### config.mk
export PLATFORM = sky130hd
export DESIGN_NAME = gals_consumer
export DESIGN_NICKNAME = d
export VERILOG_FILES = /design/src/rtl/gals_consumer_pkg.sv /design/src/rtl/gals_consumer_dwell_counter.sv /design/src/rtl/gals_consumer.sv
export SDC_FILE = /design/constraint.sdc
export NUM_CORES = 1
export LEC_CHECK = 0
export CAP_MARGIN = 5
export CORE_ASPECT_RATIO = 1.5
export CORE_MARGIN = 2
export CORE_UTILIZATION = 50
export CTS_BUF_LIST = sky130_fd_sc_hd__clkbuf_8
export CTS_CLUSTER_DIAMETER = 200
export DETAILED_ROUTE_END_ITERATION = 7
export GPL_TIMING_DRIVEN = 0
export MAX_ROUTING_LAYER = met4
export PLACE_DENSITY = 0.88
export SLEW_MARGIN = 20
export SYNTH_ARGS = -nofsm -noshare
export SYNTH_HDL_FRONTEND = slang
export SYNTH_SLANG_ARGS = --single-unit
### constraint.sdc
create_clock -name clk -period 3.1 [get_ports clk]
set_input_delay 0.62 -clock clk [delete_from_list [all_inputs] [get_ports clk]]
set_output_delay 0.62 -clock clk [all_outputs]
set_load 0.005 [all_outputs]
### src/rtl/gals_consumer_pkg.sv
// gals_consumer_pkg: shared FSM encodings, defaults and dwell helper for the GALS consumer
package gals_consumer_pkg;

    localparam int DATA_W_DEF     = 16;
    localparam int DWELL_UNIT_DEF = 4;
    localparam int CNT_W_DEF      = 16;

    typedef logic [1:0] state_t;

    localparam logic [1:0] S_IDLE = 2'd0;
    localparam logic [1:0] S_READ = 2'd1;
    localparam logic [1:0] S_LOAD = 2'd2;
    localparam logic [1:0] S_HOLD = 2'd3;

    // minimum number of cycles a word stays presented for a given dwell select
    function automatic int dwell_cycles(input int unit, input logic [2:0] prog);
        return unit * (int'(prog) + 1);
    endfunction

endpackage

### src/rtl/gals_consumer_dwell_counter.sv
// gals_consumer_dwell_counter: loadable down-counter that saturates at zero and flags it
module gals_consumer_dwell_counter #(
    parameter int W = 5
) (
    input  logic         clk,
    input  logic         rst_n,
    input  logic         i_load,
    input  logic [W-1:0] i_load_val,
    input  logic         i_dec,
    output logic         o_zero
);

    logic [W-1:0] r_cnt;

    // load takes priority; decrement stops once zero is reached
    always_ff @(posedge clk or negedge rst_n) begin
        if (!rst_n)
            r_cnt <= '0;
        else if (i_load)
            r_cnt <= i_load_val;
        else if (i_dec && r_cnt != '0)
            r_cnt <= r_cnt - 1'b1;
    end

    assign o_zero = (r_cnt == '0);

endmodule

### src/rtl/gals_consumer.sv
// gals_consumer: pops words from the GALS buffer, presents each for a minimum dwell, releases on ready
module gals_consumer
    import gals_consumer_pkg::*;
#(
    parameter int DATA_W     = DATA_W_DEF,
    parameter int DWELL_UNIT = DWELL_UNIT_DEF,
    parameter int CNT_W      = CNT_W_DEF
) (
    input  logic              clk,
    input  logic              rst_n,
    input  logic              i_enable,
    input  logic [2:0]        i_prog,
    input  logic              i_buffer_empty,
    input  logic [DATA_W-1:0] i_rd_data,
    output logic              o_rd_en,
    output logic [DATA_W-1:0] o_data_2,
    output logic              o_data_2_valid,
    input  logic              i_data_2_ready,
    output logic              o_parity,
    output logic [CNT_W-1:0]  o_word_count,
    output logic              o_drained
);

    localparam int DCW = $clog2(DWELL_UNIT * 8);

    state_t             r_state;
    state_t             w_next;
    logic               w_start;
    logic               w_release;
    logic               w_zero;
    logic [DCW-1:0]     w_load_val;
    logic [DATA_W-1:0]  r_data;
    logic               r_parity;
    logic               r_valid;
    logic [CNT_W-1:0]   r_count;

    assign w_load_val = DCW'(dwell_cycles(DWELL_UNIT, i_prog) - 1);

    // pop only from idle with data available and never while reset is held; release after dwell and ready
    always_comb begin
        w_start   = rst_n && r_state == S_IDLE && i_enable && !i_buffer_empty;
        w_release = r_state == S_HOLD && w_zero && i_data_2_ready;
        w_next    = r_state == S_IDLE ? (w_start ? S_READ : S_IDLE) :
                    r_state == S_READ ? S_LOAD :
                    r_state == S_LOAD ? S_HOLD :
                    (w_release ? S_IDLE : S_HOLD);
    end

    // state register
    always_ff @(posedge clk or negedge rst_n) begin
        if (!rst_n)
            r_state <= S_IDLE;
        else
            r_state <= w_next;
    end

    // capture the word in S_LOAD, clear valid and count on release; data and parity persist afterwards
    always_ff @(posedge clk or negedge rst_n) begin
        if (!rst_n) begin
            r_data   <= '0;
            r_parity <= 1'b0;
            r_valid  <= 1'b0;
            r_count  <= '0;
        end else if (r_state == S_LOAD) begin
            r_data   <= i_rd_data;
            r_parity <= ^i_rd_data;
            r_valid  <= 1'b1;
        end else if (w_release) begin
            r_valid  <= 1'b0;
            r_count  <= r_count + 1'b1;
        end
    end

    gals_consumer_dwell_counter #(
        .W(DCW)
    ) u_dwell (
        .clk       (clk),
        .rst_n     (rst_n),
        .i_load    (r_state == S_LOAD),
        .i_load_val(w_load_val),
        .i_dec     (r_state == S_HOLD),
        .o_zero    (w_zero)
    );

    assign o_rd_en        = w_start;
    assign o_data_2       = r_data;
    assign o_data_2_valid = r_valid;
    assign o_parity       = r_parity;
    assign o_word_count   = r_count;
    assign o_drained      = r_state == S_IDLE && i_buffer_empty && !r_valid;

endmodule

Word level (Yosys, flattened, before mapping)
Index checks and enable logic that the tools add are counted.
{"block": "word_totals", "ff_bits": 41, "latchBits": 0, "ramBits": 0, "mem_bits_ro": 0, "output_inout_bits": 36, "wordCells": 40, "n_memories": 0}
{"block": "op_classes", "addsub": 4, "mul": 0, "div": 0, "order_cmp": 0, "eq_ne": 3, "shift": 0, "muxes": 9, "bitwise_logic": 1, "n_reduce_logical": 17}
{"op": "adder 16 x 1 -> 16 bit, second input constant", "count": 1}
{"op": "parity 16 bit", "count": 1}
{"op": "2-to-1 mux 5 bit", "count": 2}
{"op": "subtractor 5 x 1 -> 5 bit, second input constant", "count": 2}
{"op": "logical AND 1 bit", "count": 8}
{"op": "2-to-1 mux 2 bit", "count": 4}
{"op": "logical NOT 5 bit", "count": 1}
{"op": "nonzero test 5 bit", "count": 1}
{"op": "equality test 2 bit, second input constant", "count": 2}
{"op": "nonzero test 2 bit", "count": 2}
{"op": "adder 3 x 1 -> 3 bit, second input constant", "count": 1}
{"op": "2-to-1 mux 1 bit", "count": 3}
{"op": "equality test 2 x 1 -> 1 bit, second input constant", "count": 1}
{"op": "logical NOT 1 bit", "count": 2}
{"op": "logical NOT 2 bit", "count": 1}
{"op": "AND reduction 2 bit", "count": 1}
{"op": "inverter 1 bit", "count": 1}

Logic depth before layout (Yosys ltp)
Gate-level depths: netlist of the first run.
{"block": "logic_depth", "word_depth": 7, "mapped_depth": 9, "depth_no_buf": 7}

Cells and area by module
Synthesis of the first run repeated with hierarchy kept, for this count alone.
{"block": "unflattened", "hier_cells": 163, "hier_area_um2": 1936.9}
{"mod": "gals_consumer", "n_inst": 1, "cells_per_inst": 131, "area_each_um2": 1632.8}
{"mod": "gals_consumer_dwell_counter", "n_inst": 1, "cells_per_inst": 32, "area_each_um2": 304.0}

Least setup slack after synthesis of the first run
No wires, ideal clock.
{"block": "synth_path", "path_type": "register to register", "start": "reg u_dwell.r_cnt[0]", "end": "reg r_count[7], in the netlist o_word_count[7]", "setup_time_ps": 125, "t_arrival_ps": 1947, "required_ps": 2975, "slack_ps": 1028, "path_stages_with_launch": 10, "cell_sequence": "dfrtp_1 > inv_1 > ha_1 > or4b_1 > buf_6 > or2_1 > buf_6 > nor3_2 > nand2_1 > xnor2_1"}
{"block": "synth_between", "elab_chain_len": 4}
{"element": "from (decl)", "line": "gals_consumer_dwell_counter.sv:13", "rtl": "logic [W-1:0] r_cnt;"}
{"element": "from (signal assigned)", "line": "gals_consumer_dwell_counter.sv:20", "rtl": "r_cnt <= i_load_val;"}
{"element": "from (signal assigned)", "line": "gals_consumer_dwell_counter.sv:22", "rtl": "r_cnt <= r_cnt - 1'b1;"}
{"element": "logical NOT 5 bit", "line": "gals_consumer_dwell_counter.sv:25", "rtl": "assign o_zero = (r_cnt == '0);"}
{"element": "logical AND 1 bit (2 in series)", "line": "gals_consumer.sv:42", "rtl": "w_release = r_state == S_HOLD && w_zero && i_data_2_ready;"}
{"element": "AND reduction 2 bit (no line)"}
{"element": "to (signal assigned)", "line": "gals_consumer.sv:70", "rtl": "r_count <= r_count + 1'b1;"}
{"element": "to (decl)", "line": "gals_consumer.sv:35", "rtl": "logic [CNT_W-1:0] r_count;"}
Every way passes these cells.
A chain may end at the register's enable or synchronous reset.

Final worst setup path of the first run
{"block": "layout_path", "start": "in rst_n", "end": "out o_rd_en"}
{"block": "layout_between", "elab_chain_len": 3}
{"element": "from (decl)", "line": "gals_consumer.sv:10", "rtl": "input logic rst_n,"}
{"element": "logical AND 1 bit (3 in series)", "line": "gals_consumer.sv:41", "rtl": "w_start = rst_n && r_state == S_IDLE && i_enable && !i_buffer_empty;"}
{"element": "to (decl)", "line": "gals_consumer.sv:15", "rtl": "output logic o_rd_en,"}
Every way passes these cells.

==> results of run 1 <==
==> cell type report <==
class / instances / area [µm²] / area share, %
sequential: 41 / 1030 / 38.1
clock inverter: 1 / 3.75 / 0.139
inverter: 4 / 15.0 / 0.557
clock buffer: 6 / 82.6 / 3.07
buffer: 6 / 45.0 / 1.67
timing repair buffer: 60 / 613 / 22.8
tap: 43 / 53.8 / 2.00
multi-input combinational: 115 / 855 / 31.7
==> worst max-delay path, delay by kind of cell <==
family | cells | cell delay [ns]
buffers and inverters | 3 | 1.19
AND/OR/NAND/NOR | 2 | 0.22
==> worst paths after layout <==
check                                 start          endpoint  slack (ns)
setup reg to reg           u_dwell.r_cnt[0]  o_word_count[15]        0.76
hold reg to reg            o_word_count[15]  o_word_count[15]        0.47
setup / recovery                      rst_n           o_rd_en        0.44
max in group asynchronous             rst_n       o_data_2[9]        2.33
min in group clk           o_word_count[15]  o_word_count[15]        0.47
hold / removal                        rst_n  o_word_count[10]        0.28
==> stage by stage <==
step	power [mW]	setup slack (ns)	TNS, ns	hold WS [ns]	area (µm²)
after global placement	1.57	-0.902	-0.902	0.463	2580
after global routing	2.08	0.273	0	0.311	2690
after floorplan	1.20	1.03	0	0.324	1940
final	1.96	0.441	0	0.285	2690
after CTS	1.97	0.401	0	0.296	2690
after detailed placement	1.61	0.433	0	0.462	2610
==> cell families (layout without fill, tap and decap cells) <==
group | Yosys count | after routing | share of synthesized area [%]
AND/OR/NAND/NOR | 52 | 52 | 14.6
flip-flops | 41 | 41 | 52.9
XOR/XNOR | 32 | 32 | 14.4
multiplexers | 16 | 16 | 9.28
AO/OA/AOI/OAI | 12 | 12 | 3.80
buffers and inverters | 10 | 77 | 3.09
adder cells (fa/ha/maj) | 3 | 3 | 1.93
==> per-layer routing <==
layer  routed length (µm)  part of all wire, %  global-route usage (%)  vias to the layer above
li1                     -                    -                       -                      696
met1                 1640                   39                    25.2                      717
met2                 2140                   51                    37.0                       64
met3                  327                  7.9                    9.11                        7
met4                   50                  1.2                    6.75                        0
met5                    0                    0                       -                        -
==> cell usage in the layout (no fill, tap or decap), types with 2 or more instances in the layout <==
cell type / Yosys / final
xor2_1: 8 / 8
a21oi_1: 3 / 3
o21ai_0: 6 / 6
nand3_1: 8 / 8
xnor2_1: 24 / 24
ha_1: 3 / 3
dfrtp_1: 41 / 41
nand2_1: 16 / 16
inv_1: 4 / 5
clkbuf_8: 0 / 6
nor3_1: 2 / 2
mux2_2: 16 / 16
clkdlybuf4s50_1: 0 / 58
and3_1: 3 / 3
nand4_1: 5 / 5
nor2_1: 9 / 9
buf_6: 3 / 3
clkbuf_1: 3 / 3
==> registers in the layout (all words and copies together), names as in the netlist <==
register        flops
o_word_count       16
r_state             2
o_data_2           16
o_parity            1
o_data_2_valid      1
u_dwell.r_cnt       5
==> power groups by stage <==
stage          logic [mW]  registers [mW]  clock network (mW)
6_report            0.772           0.835               0.348
5_1_grt             0.847           0.857               0.378
4_1_cts             0.780           0.834               0.359
3_5_place_dp        0.767           0.841                   0
3_3_place_gp        0.743           0.829                   0
2_1_floorplan       0.368           0.831                   0
==> flow_summary.toml, run 1 <==
[place]
dpl.cell_count = 269
io_buffers = 59
dp_hpwl_mm = 3.00
place.gp.congestion = 0.776

[power_and_ir_drop]
p_leak_nw = 1.14
p_sw_share_pct = 29.7
p_sw_uw = 581
clock_power_share_pct = 17.8
p_comb_share_pct = 39.5
power_density_nw_per_um2 = 726
seqPwrFrac_pct = 42.7
intPower_mw = 1.37
max-vdd-ir-drop_uv = 543

[worst_setup_path]
cp.required_ns = 2.48
start_kind = "input pin"
slowest_stage = "clkdlybuf4s50_1"
crit_path_cell_trace = "buf_2 > buf_16 > nand3_1 > nor2_1 > clkdlybuf4s50_1"
path_max_fanout = 24
endpoint_kind = "primary output"
rr_worst_depth = 7
arrival_ns = 2.04
path_class = "input pin to primary output"
critPathMaxStageDelay_ns = 0.55

[yosys]
synth_area_leader_cell = "dfrtp_1"
yosysWarnings = 0
synth-seq-cells = 41
synth_top_area_share_pct = 52.9
synth_nets = 193
yosysUniqueCellTypes = 28
yosysMostFrequentCell = "dfrtp_1"
synth_enable_flop_cells = 0
syn-cell-area_um2 = 1940
synth_seq_area_share_pct = 52.9
ys_top_cells_by_area = "dfrtp_1 (53%), xnor2_1 (11%), mux2_2 (9.3%)"
ys.flop_type = "dfrtp_1"
netlist_top_cells_count = "dfrtp_1 (41), xnor2_1 (24), mux2_2 (16), nand2_1 (16), nor2_1 (9)"
syn_avg_cell_area_um2 = 11.7
synthCells = 166
async_reset_ff_share_pct = 100

[grt]
grt_max_degree = 25
grt_pass1_wl_mm = 6.98
groute.usage.overall_pct = 22.8
overflow = 0
grt_pass1_vias = 1548
antenna_found_initial = 0

[sta]
worst_slew_pin_slew_ns = 0.558
drv_slew = 0
clock_skew_ns = 0.00465
slew_headroom_pct = 62.5
period_needed_ns = 2.66
setup_viol = 0
max_freq_ghz = 0.376
finalCritPeriodShare_pct = 85.8
rsz0062_at_grt = "false"
hold_violations = 0

[layout]
drive_above_1_share_pct = 13.7
utilization_pct = 73.2
syn2layout_area_growth_pct = 38.8
antenna_cells = 0
fillCellCount = 264
nNetsFinal = 260
fin_cells = 276

[route]
post_drt_via_cell_ratio = 5.38
drcViolationCount = 0
firstDrtPassIters = 4
wire_per_inst_um = 15.0
vias = 1484
routed_wl_mm = 4.15
antenna_left = 0
detail_route.iter0.violations = 20

[die]
initial_core_util_pct = 52.7
rows = 27
ioPinCount = 60
fp.dieW_um = 54.9
die_area_um2 = 4410
core_um2 = 3680
die_y_um = 80.3

[clock_network]
cts_setup_buffers = 0
post_cts_resize_count = 0
cts_tree = "done"
root_buffer = "clkbuf_8"
clkLatencyLatePin_ns = 0.29
clock_sinks = 41
htree_levels = 2
hold_buffers = 0
cts-buffers-inserted = 5
clk_path_buf_depth = 2
clk_pin_slew_ns = 0.08

[flow_run]
maxCapViolations = 0

[outcome]
outcome = "finished, final reports clean"

[min_path]
worstHoldPathType = "input pin to async pin"
No activity file was read; power rests on OpenSTA's default activity.
==> run 2: changes to the inputs <==
clock period = 3.4 ns   (was 3.1 ns; I/O delays follow)
==> results of run 2 <==
Same layout as run 1 (identical final DEF). Status: finished, final reports clean.
Among the figures that moved: setup slack after placement 0.433 ns -> 0.613 ns; setup slack after layout 0.441 ns -> 0.621 ns; hold slack 0.285 ns -> 0.345 ns; register-to-register setup slack 0.76 ns -> 1.06 ns; total power 1.96 mW -> 1.78 mW; worst IR drop on VDD 543 µV -> 495 µV
==> run 3: changes to the inputs <==
CORE_UTILIZATION = 43   (was 50)
PLACE_DENSITY = 0.81   (was 0.88)
clock period = 2.4 ns   (was 3.4 ns; I/O delays follow)
==> run 3 against run 2 <==
  * The flow now finishes with violations (DRC)
  * Critical path depth rose by 3
  * First-iteration DRC count rose by 60%
  * Non-clock buffer count did not move
  * Register-to-register slack got worse by 0.91 ns
  * Final cell count rose by 1.4%
  * Power rose by 51%
  * Clock skew barely moved
  * Worst hold slack got worse by 0.28 ns
  * Global-route usage fell by 5.4 points
  * Combinational power rose by 39%
  * Design area rose by 2.2%
  * Largest cell class unchanged
  * Highest routed layer unchanged
==> flow_summary.toml, run 3 (synthesis gave the netlist of run 1 again) <==
[outcome]
outcome = "finished with violations"
violations = "DRC"

[die]
initial_core_util_pct = 45.3
die_area_um2 = 5080
rows = 29
fp.dieW_um = 58.9
ioPinCount = 60
die_y_um = 86.3
core_um2 = 4280

[route]
detail_route.iter0.violations = 32
antenna_left = 0
wire_per_inst_um = 13.8
vias = 1445
drcViolationCount = 4
firstDrtPassIters = 6
post_drt_via_cell_ratio = 5.16
routed_wl_mm = 3.86

[worst_setup_path]
crit-reg2reg-launch = "u_dwell.r_cnt[0]"
arrival_ns = 2.45
start_kind = "register"
path_buf_inv = 2
slowest_stage = "or4b_1"
critPathMaxStageDelay_ns = 0.47
rr_worst_depth = 8
startpoint = "u_dwell.r_cnt[0]"
path_class = "register to register"
crit_path_cell_trace = "inv_1 > ha_1 > or4b_1 > buf_6 > nor4_4 > nand3_2 > nor2_1 > xor2_1"
path_max_fanout = 10
cp_top_family = "simple AND/OR/NAND/NOR gates"
worstSetupPathDepth = 8
crit_path_end = "o_word_count[12]"
r2r-end = "o_word_count[12]"
endpoint_kind = "register"
cp.required_ns = 2.61
r2r_slack_ns = 0.15

[grt]
grt_max_degree = 28
groute.usage.overall_pct = 17.4
grt_pass1_vias = 1475
overflow = 0
grt_pass1_wl_mm = 6.62
antenna_found_initial = 0

[sta]
clock_skew_ns = 0.00499
finalCritPeriodShare_pct = 93.5
hold_violations = 0
drv_slew = 0
max_freq_ghz = 0.445
rsz0062_at_grt = "false"
period_needed_ns = 2.25
worst_slew_pin_slew_ns = 0.544
slew_headroom_pct = 63.7
setup_viol = 0

[layout]
layout_common_cells = "clkdlybuf4s50_1 (58), dfrtp_1 (41), xnor2_1 (24)"
nNetsFinal = 260
fillCellCount = 364
mostFrequentLayoutCell = "clkdlybuf4s50_1"
utilization_pct = 64.3
final_area_um2 = 2750
syn2layout_area_growth_pct = 41.9
antenna_cells = 0
drive_above_1_share_pct = 15.8
fin_cells = 280

[clock_network]
htree_levels = 2
clk_pin_slew_ns = 0.08
clkLatencyLatePin_ns = 0.29
root_buffer = "clkbuf_8"
clk_path_buf_depth = 2
cts_tree = "done"
clock_sinks = 41
cts_setup_buffers = 0
cts-buffers-inserted = 5

[place]
place_area_um2 = 2600
dpl.cell_count = 272
place.gp.congestion = 0.778
io_buffers = 59
dp_hpwl_mm = 3.01

[power_and_ir_drop]
max-vdd-ir-drop_uv = 661
p_leak_nw = 1.16
power_density_nw_per_um2 = 980
totalPowerFinal_mw = 2.70

[min_path]
worstHoldPathType = "input pin to async pin"

[flow_run]
maxCapViolations = 0
-- run 3: cell count changes in the layout (fill, tap and decap cells not counted), sizes merged --
cell / change
bufinv: +2
clkbuf: -1
clkinv: +1
inv: -1
-- run 3: routing by layer --
layer  GRT usage, %  routed length [µm]  up-vias
li1               -                   -      694
met1           21.0                1550      700
met2           27.8                2020       49
met3           5.82                 262        2
met4           4.75                  23        0
met5              -                   0        -
-- run 3: layout make-up --
class / count / area (µm²) / area share [%]
repair buffers: 60 / 608 / 22.1
flip-flops and latches: 41 / 1030 / 37.3
plain buffers: 6 / 46.3 / 1.68
clock inverters: 3 / 65.1 / 2.36
well taps: 46 / 57.6 / 2.09
clock buffers: 5 / 68.8 / 2.50
inverters: 4 / 15.0 / 0.545
multi-input cells: 115 / 867 / 31.5
-- run 3: metrics by stage --
stage / TNS, ns / setup WS, ns / hold WS (ns)
6_report: 0 / 0.155 / 0.0694
5_1_grt: 0 / 0.00327 / 0.0737
4_1_cts: 0 / 0.0146 / 0.102
3_5_place_dp: 0 / 0.0645 / 0.420
3_3_place_gp: -10.39 / -1.33 / 0.461
2_1_floorplan: 0 / 0.328 / 0.184
-- run 3: power by group --
group          total, mW  internal [mW]  leakage, nW  switching (mW)
combinational      0.979          0.633        0.583           0.346
clock              0.652          0.413       0.0681           0.239
sequential          1.07          0.915        0.507           0.152
-- run 3: how the worst min path moves through the flow --
stage                                 from               end  slack [ns]
after floorplan                      rst_n       o_data_2[0]        0.18
after global placement    o_word_count[15]  o_word_count[15]        0.46
after detailed placement             rst_n   o_word_count[7]        0.42
after CTS                            rst_n   o_word_count[7]        0.10
after global routing                 rst_n   o_word_count[7]        0.07
final                                rst_n   o_word_count[7]        0.07
-- run 3: timing repair --
item / CTS / global route
resized for setup: 0 / 6
hold buffers: 0 / 0
endpoints found under the setup margin: 0 / 5
endpoints found under the hold margin: 0 / 0
